### src/rtl/alu_n_bit_seq.sv
// ---------------------------------------------------------------------------
// alu_n_bit_seq
//
// Sequential N-bit ALU with a valid/ready request handshake. Single-cycle ops
// (AND, OR, ADD, SUB, SLT, NOR) produce their registered result one cycle
// after accept. The optional MUL is an iterative shift-add multiplier that
// retires one multiplier bit per cycle and produces a 2*WIDTH product.
//
// Build option:
//   ALU_SEQ_MUL_EN  defined   -> MUL (ALUop 1000) is implemented
//                   undefined -> 1000 is an undefined op, result_hi tied to 0
//
// Ports:
//   clk        clock, all state updates on the rising edge
//   reset      synchronous active-high reset
//   A, B       operands (WIDTH bits)
//   C          carry-in, used by ADD only
//   ALUop      operation select (4 bits)
//   in_valid   request strobe, accepted when in_valid && in_ready
//   in_ready   high when a request can be accepted (IDLE only)
//   result     registered result (low half of the product for MUL)
//   result_hi  high half of the MUL product, 0 for all other ops
//   carryout   carry out of the MSB for ADD/SUB
//   overflow   signed overflow for ADD/SUB
//   zero       result (and result_hi) equal to zero
//   illegal    accepted ALUop was undefined
//   out_valid  one-cycle pulse when the result outputs are updated
// ---------------------------------------------------------------------------
module alu_n_bit_seq #(
  parameter int WIDTH = 6
) (
  input  logic             clk,
  input  logic             reset,
  input  logic [WIDTH-1:0] A,
  input  logic [WIDTH-1:0] B,
  input  logic             C,
  input  logic [3:0]       ALUop,
  input  logic             in_valid,
  output logic             in_ready,
  output logic [WIDTH-1:0] result,
  output logic [WIDTH-1:0] result_hi,
  output logic             carryout,
  output logic             overflow,
  output logic             zero,
  output logic             illegal,
  output logic             out_valid
);

  localparam logic [3:0] OP_AND = 4'b0000;
  localparam logic [3:0] OP_OR  = 4'b0001;
  localparam logic [3:0] OP_ADD = 4'b0010;
  localparam logic [3:0] OP_SUB = 4'b0110;
  localparam logic [3:0] OP_SLT = 4'b0111;
  localparam logic [3:0] OP_NOR = 4'b1100;
`ifdef ALU_SEQ_MUL_EN
  localparam logic [3:0] OP_MUL = 4'b1000;
  localparam int         CW     = (WIDTH > 1) ? $clog2(WIDTH) : 1;
  localparam logic [CW-1:0] LAST_STEP = CW'(WIDTH - 1);
`endif

  typedef enum logic [1:0] {
    ST_IDLE = 2'd0,
    ST_DONE = 2'd1
`ifdef ALU_SEQ_MUL_EN
    ,
    ST_MUL  = 2'd2
`endif
  } state_t;

  state_t state, next_state;

  logic             accept;
  logic             is_mul;
  logic [WIDTH:0]   sum_ext;
  logic [WIDTH:0]   diff_ext;
  logic [WIDTH-1:0] alu_res;
  logic             alu_carry;
  logic             alu_ovf;
  logic             alu_illegal;

  assign in_ready  = (state == ST_IDLE);
  assign out_valid = (state == ST_DONE);
  assign accept    = in_valid && in_ready;

`ifdef ALU_SEQ_MUL_EN
  logic [WIDTH-1:0]   mcand;
  logic [2*WIDTH-1:0] prod;
  logic [2*WIDTH-1:0] prod_next;
  logic [WIDTH:0]     upper_sum;
  logic [CW-1:0]      cnt;

  assign is_mul = (ALUop == OP_MUL);

  // Shift-add step: the upper half of prod is the accumulator, the lower
  // half holds the not-yet-consumed multiplier bits (LSB first). After
  // WIDTH steps prod holds the full product.
  assign upper_sum = {1'b0, prod[2*WIDTH-1:WIDTH]}
                   + (prod[0] ? {1'b0, mcand} : {(WIDTH+1){1'b0}});
  assign prod_next = {upper_sum, prod[WIDTH-1:1]};
`else
  assign is_mul    = 1'b0;
  assign result_hi = '0;
`endif

  assign sum_ext  = {1'b0, A} + {1'b0, B} + {{WIDTH{1'b0}}, C};
  assign diff_ext = {1'b0, A} + {1'b0, ~B} + {{WIDTH{1'b0}}, 1'b1};

  // Single-cycle ALU ops; anything not decoded here is flagged illegal.
  always_comb begin
    alu_res     = '0;
    alu_carry   = 1'b0;
    alu_ovf     = 1'b0;
    alu_illegal = 1'b0;
    case (ALUop)
      OP_AND: alu_res = A & B;
      OP_OR:  alu_res = A | B;
      OP_ADD: begin
        alu_res   = sum_ext[WIDTH-1:0];
        alu_carry = sum_ext[WIDTH];
        alu_ovf   = (A[WIDTH-1] == B[WIDTH-1]) && (sum_ext[WIDTH-1] != A[WIDTH-1]);
      end
      OP_SUB: begin
        alu_res   = diff_ext[WIDTH-1:0];
        alu_carry = diff_ext[WIDTH];
        alu_ovf   = (A[WIDTH-1] != B[WIDTH-1]) && (diff_ext[WIDTH-1] != A[WIDTH-1]);
      end
      OP_SLT: alu_res = {{(WIDTH-1){1'b0}}, ($signed(A) < $signed(B))};
      OP_NOR: alu_res = ~(A | B);
      default: alu_illegal = 1'b1;
    endcase
  end

  always_ff @(posedge clk) begin
    if (reset) state <= ST_IDLE;
    else       state <= next_state;
  end

  always_comb begin
    next_state = state;
    case (state)
      ST_IDLE: begin
        if (accept) begin
`ifdef ALU_SEQ_MUL_EN
          next_state = is_mul ? ST_MUL : ST_DONE;
`else
          next_state = ST_DONE;
`endif
        end
      end
`ifdef ALU_SEQ_MUL_EN
      ST_MUL:  if (cnt == LAST_STEP) next_state = ST_DONE;
`endif
      ST_DONE: next_state = ST_IDLE;
      default: next_state = ST_IDLE;
    endcase
  end

  // Result registers only change when a result is produced, so they hold
  // their previous values through a multiply until its final step.
  always_ff @(posedge clk) begin
    if (reset) begin
      result   <= '0;
      carryout <= 1'b0;
      overflow <= 1'b0;
      zero     <= 1'b1;
      illegal  <= 1'b0;
`ifdef ALU_SEQ_MUL_EN
      result_hi <= '0;
      mcand     <= '0;
      prod      <= '0;
      cnt       <= '0;
`endif
    end else if (accept && !is_mul) begin
      result   <= alu_res;
      carryout <= alu_carry;
      overflow <= alu_ovf;
      illegal  <= alu_illegal;
      zero     <= (alu_res == '0);
`ifdef ALU_SEQ_MUL_EN
      result_hi <= '0;
    end else if (accept) begin
      mcand <= A;
      prod  <= {{WIDTH{1'b0}}, B};
      cnt   <= '0;
    end else if (state == ST_MUL) begin
      prod <= prod_next;
      cnt  <= cnt + CW'(1);
      if (cnt == LAST_STEP) begin
        result    <= prod_next[WIDTH-1:0];
        result_hi <= prod_next[2*WIDTH-1:WIDTH];
        carryout  <= 1'b0;
        overflow  <= 1'b0;
        illegal   <= 1'b0;
        zero      <= (prod_next == '0);
      end
`endif
    end
  end

endmodule
### config.mk
export PLATFORM = sky130hd
export DESIGN_NAME = alu_n_bit_seq
export DESIGN_NICKNAME = d
export VERILOG_FILES = /design/src/rtl/alu_n_bit_seq.sv
export SDC_FILE = /design/constraint.sdc
export NUM_CORES = 1
export LEC_CHECK = 0
export BUFFER_PORTS_ARGS = -buffer_cell sky130_fd_sc_hd__buf_2
export CAP_MARGIN = 20
export CORE_MARGIN = 4
export CORE_UTILIZATION = 40
export DETAILED_ROUTE_END_ITERATION = 10
export HOLD_SLACK_MARGIN = 0.03
export PLACE_DENSITY = 0.69
export SYNTH_ARGS = -nofsm -noshare
export SYNTH_HDL_FRONTEND = slang
export SYNTH_SLANG_ARGS = --single-unit
### constraint.sdc
create_clock -name clk -period 2.8 [get_ports clk]
set_input_delay 0.7 -clock clk [delete_from_list [all_inputs] [get_ports clk]]
set_output_delay 0.7 -clock clk [all_outputs]
set_load 0.05 [all_outputs]
After elaboration in Yosys (flattened, before gate mapping)
Cells that the tools add are included.
- flip-flop bits (word level): 11
- bits in latches: 0
- memory bits (writable): 0
- ROM bits: 0
- output and inout bits: 18
- word-level logic and storage cells: 37
- memories: 0
- add/sub/neg operators: 4
- multipliers: 0
- divide/modulo/power cells: 0
- order comparisons: 1
- equal/unequal tests: 9
- shift operators: 0
- mux-type cells: 4
- bitwise logic cells: 5
- reduce and logical (&&, ||, !) cells: 8
- operator list (cell ; count):
    $pmux W6 S6 ; 1
    $add A6 B6 Y7 ; 2
    $not A6 Y6 ; 2
    $eq A4 B3 Y1 const B ; 2
    $add A7 B1 Y7 ; 1
    $add A7 B1 Y7 const B ; 1
    $and A6 B6 Y6 ; 1
    $logic_not A6 Y1 ; 1
    $lt A6 B6 Y1 ; 1
    $or A6 B6 Y6 ; 1
    $reduce_or A6 Y1 ; 1
    $eq A4 B1 Y1 const B ; 1
    $eq A4 B2 Y1 const B ; 1
    $eq A4 B4 Y1 const B ; 1
    $logic_not A4 Y1 ; 1
    $pmux W1 S2 ; 2
    $logic_and A1 B1 Y1 ; 3
    $ne A1 B1 Y1 ; 3
    $logic_not A2 Y1 ; 1
    $reduce_or A2 Y1 ; 1
    $eq A1 B1 Y1 ; 1
    $mux W1 ; 1
    $not A1 Y1 ; 1

Depth between registers and ports, before layout
Gate-level depths: netlist of the first run.
- depth in word-level cells: 6
- mapped depth: 10
- mapped depth without buffers: 10

Worst setup path before layout of the first run
No wires, ideal clock.
- kind: input to register
- from: input A[0]
- to: register zero
- setup time: 0.087 ns
- arrival time: 2.337 ns
- setup slack: 0.376 ns
- cell stages on the path: 9
- path buffers: 0
- path through: fa_1 inv_1 fa_1 nand2b_1 a21oi_1 a221o_1 a21oi_1 nand4_1 o31ai_1
- cells in the longest elaborated chain, start to end: 4
- elaborated cells on any way between the ends: 10
- classes of those cells: 4 x add/sub; 1 x order compare; 1 x mux; 3 x bitwise; 1 x reduce/logical
- RTL lines (item ; line ; RTL):
    start: declaration ; 34 ; input logic [WIDTH-1:0] A,
    $add A6 B6 Y7, or another cell as far along ; 106 ; assign diff_ext = {1'b0, A} + {1'b0, ~B} + {{WIDTH{1'b0}}, 1'b1};
    $add A7 B1 Y7, or another cell as far along ; 106 ;
    $pmux W6 S6 (*) ; 114 ; case (ALUop)
    $logic_not A6 Y1 (*) ; 178 ; zero <= (alu_res == '0);
    end signal: assignment ; 178 ;
    end: declaration ; 44 ; output logic zero,
Every way passes the cells marked *; elsewhere a longest branch is shown, timed or not.
A chain may end at the register's enable or synchronous reset.

Worst setup path in the final report of the first run
Ends and elaborated chain as after synthesis.

==> results of run 1 <==
## cell type report
class / instances / share of cell area, %
well taps: 46 / 3.47
repair buffers: 36 / 11.6
multi-input cells: 145 / 65.7
inverters: 19 / 4.30
flip-flops and latches: 11 / 13.3
clock buffers: 4 / 1.58
## final timing paths
kind,slack (ns),cells after the start,endpoint,from
setup / recovery,0.34,10,zero,A[0]
hold / removal,0.45,2,illegal,illegal
setup reg to reg,1.54,6,zero,state[0]
hold reg to reg,0.45,2,illegal,illegal
## cells in the final DEF (no fill, tap or decap), drive strengths merged, types with 5 or more instances in the layout
cell / Yosys / layout
nand2: 6 / 6
buf: 6 / 36
nand2b: 5 / 5
a21oi: 9 / 9
dfxtp: 11 / 11
inv: 19 / 19
nor2: 24 / 24
ha: 18 / 18
conb: 1 / 6
a211oi: 5 / 5
o21ai: 5 / 5
## layer usage
metal  track usage (%)  vias up
met2              25.2       55
li1                  -      726
met5                 0        -
met1              21.6      652
met4              5.71        0
met3              1.15        6
## sequential cells by signal, indices dropped and copies added (netlist names)
signal and cells:
zero 1, illegal 1, overflow 1, state 1, result 6, carryout 1
## tightest hold or removal path: cells and delay by family, from the launching register on
kind / cells / cell delay, ns
AOI/OAI and AO/OA: 1 / 0.05
DFF: 1 / 0.31
and+or+nand+nor: 1 / 0.05
## metrics by stage
| stage | worst slack, ns | std cells |
|---|---|---|
| detailed placement | 0.0875 | 257 |
| floorplan | 0.376 | 188 |
| global placement | 0.151 | 257 |
| finish | 0.342 | 261 |
| global route | 0.210 | 261 |
| CTS | 0.357 | 261 |
## cells by family after synthesis
family                   count (synthesis)  share of synthesized area, %
AND/OR/NAND/NOR                         58                          22.1
XOR/XNOR                                 3                          1.83
buffers and inverters                   32                          9.95
AO/OA/AOI/OAI                           54                          28.5
other                                    1                         0.262
flip-flops                              11                          15.4
adder cells (fa/ha/maj)                 21                          19.9
multiplexers                             3                          2.09
## power by group through the flow
stage | combinational, mW | clock, mW | sequential, mW
floorplan | 0.174 | 0 | 0.221
global placement | 0.284 | 0 | 0.178
detailed placement | 0.285 | 0 | 0.178
CTS | 0.286 | 0.107 | 0.175
global route | 0.316 | 0.116 | 0.176
finish | 0.287 | 0.101 | 0.175
==> results.json, run 1 <==
{
  "run_status": "complete, no violations",
  "post_dp_cell_area_mm2": 0.00163,
  "clock_sink_count": 11,
  "p_leak_nw": 0.782,
  "antenna_cells": 0,
  "synth_flop_cell": "sky130_fd_sc_hd__dfxtp_1",
  "cap_violations": 0,
  "placement.io_buffers": 31,
  "via_count": 1439,
  "critPathSlowestCell": "sky130_fd_sc_hd__fa_1",
  "syn_area_per_cell_um2": 7.84,
  "worstPathCellList": "buf_2 > fa_1 > inv_1 > fa_1 > nand2b_1 > a21oi_1 > a221o_1 > a21oi_1 > nand4_1 > o31ai_1",
  "final_nets": 257,
  "filler_cell_count": 347,
  "hold_class": "reg2reg",
  "pwr-share-clk_pct": 17.9,
  "worst_clock_skew_ns": 0.00244,
  "fraction_of_synthesized_cell_area_taken_by_the_top_area_cell_type_pct": 15.7,
  "tritoncts": "yes",
  "drt_pass1_iterations": 4,
  "detail_route.vias_per_cell": 5.51,
  "timing_hold_violations_final": 0,
  "design.die.area_mm2": 0.00461,
  "worst_setup_ep_type": "flop",
  "post_synth_most_frequent_cells": "sky130_fd_sc_hd__nor2_1, sky130_fd_sc_hd__inv_1, sky130_fd_sc_hd__ha_1",
  "worstPathMaxFanout": 3,
  "worst_setup_hold_path_clk_slew_ns": 0.06,
  "total_power_mw": 0.562,
  "hold_buffers": 0,
  "ys_seq_area_share_pct": 15.4,
  "detail_route.wirelength_mm": 3.43,
  "clkLatencyLatePin_ns": 0.26,
  "ys_top_cells_by_area": "sky130_fd_sc_hd__ha_1, sky130_fd_sc_hd__dfxtp_1, sky130_fd_sc_hd__nor2_1, sky130_fd_sc_hd__inv_1, sky130_fd_sc_hd__fa_1",
  "ioPinCount": 38,
  "synth-seq-cells": 11,
  "sequentialPowerShare_pct": 31.1,
  "drt_iter0_markers": 64,
  "yosys.cell_count.top_type": "sky130_fd_sc_hd__nor2_1",
  "critical-path-max-stage-delay_ns": 0.43,
  "floorplan.core_area_mm2": 0.00339,
  "grt_remaining_overflow": 0,
  "cts.path.max_buffers": 2,
  "synth_cell_type_count": 56,
  "h-tree-depth": 1,
  "wire_length_on_met3_um": 250,
  "die_width_um": 67.9,
  "switching_fraction_of_total_power_pct": 42.8,
  "synth.cell_area_mm2": 0.00143,
  "family_with_the_most_delay_on_the_worst_path": "compound AO/OA/AOI/OAI gates",
  "rsz0062_at_grt": "no",
  "finalSetupViolCount": 0,
  "netSwitchingPower_mw": 0.240,
  "final.period_utilization_pct": 87.8,
  "ant_nets": 0,
  "final_layout_size_suffix_gt1_share_pct": 20.5,
  "synthToLayoutAreaGrowth_pct": 15.6,
  "final_core_utilization_pct": 48.9,
  "cp.required_ns": 2.97,
  "rows": 21,
  "power_density_mw_per_mm2": 339,
  "fin_setup_tns_ns": 0,
  "async_reset_ff_share_pct": 0,
  "wire_length_of_the_first_global_routing_pass_mm": 5.71,
  "synth.yosys.warnings": 0,
  "buf_inv_stages_crit_path": 2,
  "detailedPlacementHpwl_mm": 2.82,
  "internal_power_mw": 0.321,
  "met2RoutedLength_mm": 1.51,
  "multi_input_area_mm2": 0.00109,
  "timing.setup.critical_path_class": "in2reg",
  "pin_count_of_the_biggest_net_entering_global_routing": 17,
  "floorplan.initialDensity_pct": 42.3,
  "root_buffer": "sky130_fd_sc_hd__clkbuf_4",
  "first_global_vias": 1255,
  "drt-wirelength-per-cell_um": 13.1,
  "netlist_instances": 183,
  "finalInstanceArea_mm2": 0.00166,
  "synth_enable_flop_cells": 0,
  "max_freq_ghz": 0.407,
  "wl_met1_mm": 1.62,
  "startpoint_type": "primary input",
  "period_needed_ns": 2.46,
  "final-max-slew-violation-count": 0,
  "global_placement_routability_congestion": 0.899,
  "cp_data_arrival_time_ns": 2.63,
  "cts-buffers-inserted": 3,
  "groute.usage.overall_pct": 15.6,
  "post-route-drc-count": 0,
  "max-vdd-ir-drop_uv": 89.8,
  "top_signal_layer_used": "met4",
  "post-cts-setup-buffer-count": 0,
  "area.sequential_um2": 220,
  "post_synth_top_area_cell": "sky130_fd_sc_hd__ha_1",
  "post_cts_repair_resize_count": 0,
  "final.hold.worst_slack_ns": 0.454,
  "antenna_found_initial": 0,
  "pwr-share-comb_pct": 51.0,
  "chipHeight_um": 67.9
}
Note: power is estimated with default switching activity, not from simulation.
==> run 2: changes to the inputs <==
--- a/config.mk
+++ b/config.mk
@@ -10,8 +10,10 @@
 export CORE_MARGIN = 4
 export CORE_UTILIZATION = 40
 export DETAILED_ROUTE_END_ITERATION = 10
+export GPL_ROUTABILITY_DRIVEN = 0
 export HOLD_SLACK_MARGIN = 0.03
 export PLACE_DENSITY = 0.69
+export REMOVE_ABC_BUFFERS = 1
 export SYNTH_ARGS = -nofsm -noshare
 export SYNTH_HDL_FRONTEND = slang
 export SYNTH_SLANG_ARGS = --single-unit
==> constraint.sdc (replaced) <==
create_clock -name clk -period 2.75 [get_ports clk]
set_input_delay 0.6875 -clock clk [delete_from_list [all_inputs] [get_ports clk]]
set_output_delay 0.6875 -clock clk [all_outputs]
set_load 0.05 [all_outputs]
==> run 2 against run 1 <==
  * Worst hold slack improved by 0.0067 ns
  * Global-route usage increased by 0.65 points
  * Flip-flop and latch count unchanged
  * First-iteration DRC count increased by 72%
  * Worst setup slack got worse by 0.11 ns
  * Sequential share of layout area decreased by 0.12 points
==> results.json, run 2 (same netlist as run 1, synthesis figures left out) <==
{
  "critical-path-max-stage-delay_ns": 0.46,
  "chipHeight_um": 67.9,
  "post-route-drc-count": 0,
  "max_freq_ghz": 0.397,
  "cts.path.max_buffers": 2,
  "cap_violations": 0,
  "groute.usage.overall_pct": 16.2,
  "fin_setup_tns_ns": 0,
  "final.hold.worst_slack_ns": 0.461,
  "hold_buffers": 0,
  "antenna_found_initial": 0,
  "detailedPlacementHpwl_mm": 2.90,
  "ant_nets": 0,
  "placement.io_buffers": 31,
  "rsz0062_at_grt": "no",
  "p_leak_nw": 0.791,
  "root_buffer": "sky130_fd_sc_hd__clkbuf_4",
  "largest_reg_flops": 6,
  "pin_count_of_the_biggest_net_entering_global_routing": 16,
  "clock_sink_count": 11,
  "drt_pass1_iterations": 4,
  "antenna_cells": 0,
  "finalSetupViolCount": 0,
  "detail_route.vias_per_cell": 5.46,
  "worst_clock_skew_ns": 0.00440,
  "floorplan.initialDensity_pct": 42.3,
  "power_density_mw_per_mm2": 347,
  "worstPathMaxFanout": 3,
  "final-max-slew-violation-count": 0,
  "worstPathCellList": "buf_2 > fa_1 > inv_1 > fa_1 > nand2b_1 > a21oi_1 > a221o_1 > a21oi_1 > nand4_1 > o31ai_1",
  "wire_length_of_the_first_global_routing_pass_mm": 5.83,
  "post-cts-setup-buffer-count": 0,
  "cp_data_arrival_time_ns": 2.69,
  "post_cts_repair_resize_count": 0,
  "period_needed_ns": 2.52,
  "filler_cell_count": 346,
  "detail_route.wirelength_mm": 3.66,
  "worst_setup_ep_type": "flop",
  "final_core_utilization_pct": 49.4,
  "final.period_utilization_pct": 91.7,
  "registers.top_by_ff_count": "result",
  "buf_inv_stages_crit_path": 2,
  "die_width_um": 67.9,
  "floorplan.core_area_mm2": 0.00339,
  "drt_iter0_markers": 110,
  "finalInstanceArea_mm2": 0.00167,
  "cts-buffers-inserted": 3,
  "max-vdd-ir-drop_uv": 111,
  "clkLatencyLatePin_ns": 0.26,
  "final_nets": 259,
  "via_count": 1436,
  "family_with_the_most_delay_on_the_worst_path": "compound AO/OA/AOI/OAI gates",
  "timing.setup.critical_path_class": "in2reg",
  "grt_remaining_overflow": 0,
  "worst_setup_hold_path_clk_slew_ns": 0.06,
  "startpoint_type": "primary input",
  "drt-wirelength-per-cell_um": 13.9,
  "final_common_cell": "sky130_fd_sc_hd__buf_2",
  "cp.required_ns": 2.91,
  "run_status": "complete, no violations",
  "critPathSlowestCell": "sky130_fd_sc_hd__fa_1",
  "rows": 21,
  "h-tree-depth": 1,
  "design.die.area_mm2": 0.00461,
  "final_cell_mix": "sky130_fd_sc_hd__buf_2, sky130_fd_sc_hd__nor2_1, sky130_fd_sc_hd__inv_1, sky130_fd_sc_hd__ha_1, sky130_fd_sc_hd__dfxtp_1",
  "synthToLayoutAreaGrowth_pct": 16.7,
  "tritoncts": "yes",
  "hold_class": "reg2reg",
  "timing_hold_violations_final": 0,
  "ioPinCount": 38,
  "first_global_vias": 1292,
  "post_dp_cell_area_mm2": 0.00165,
  "final_layout_size_suffix_gt1_share_pct": 21.2
}
## run 2: changes by cell type in the layout (fill, tap and decap cells not counted)
cell | before | now
sky130_fd_sc_hd__buf_4 | 5 | 7
## run 2: final cells by class
| cell class | instances | area, µm² | share of cell area [%] |
|---|---|---|---|
| clock buffer | 4 | 26.3 | 1.57 |
| tap | 46 | 57.6 | 3.44 |
| timing repair buffer | 38 | 208 | 12.4 |
| sequential | 11 | 220 | 13.2 |
| inverter | 19 | 71.3 | 4.26 |
| multi-input combinational | 145 | 1090 | 65.1 |
## run 2: worst paths after layout
| path | from | endpoint | slack, ns | cells after the start |
|---|---|---|---|---|
| max | A[0] | zero | 0.23 | 10 |
| min | illegal | illegal | 0.46 | 2 |
| max reg2reg | state[0] | zero | 1.40 | 6 |
| min reg2reg | illegal | illegal | 0.46 | 2 |
## run 2: metal layers
metal	GRT usage, %	part of all wire, %	vias up
li1	-	-	729
met1	21.3	42	633
met2	28.6	49	70
met3	0.821	8.5	4
met4	4.71	0.27	0
met5	0	0	-
## run 2: tightest hold or removal path: stages (launching register included)
cell	delay, ns
sky130_fd_sc_hd__dfxtp_1	0.31
sky130_fd_sc_hd__nand2_1	0.06
sky130_fd_sc_hd__a21oi_1	0.05
## run 2: per-stage QoR
| stage | setup slack (ns) | total power, mW | std cells |
|---|---|---|---|
| finish | 0.228 | 0.580 | 263 |
| global placement | 0.0875 | 0.472 | 259 |
| global route | 0.0856 | 0.622 | 263 |
| CTS | 0.246 | 0.583 | 263 |
| floorplan | 0.339 | 0.387 | 175 |
| detailed placement | 0.0271 | 0.474 | 259 |
## run 2: where the power goes
part	internal, mW	leakage [nW]	switching [mW]
combinational	0.101	0.685	0.195
sequential	0.172	0.0910	0.00607
clock	0.0560	0.0150	0.0488
total	0.330	0.791	0.250
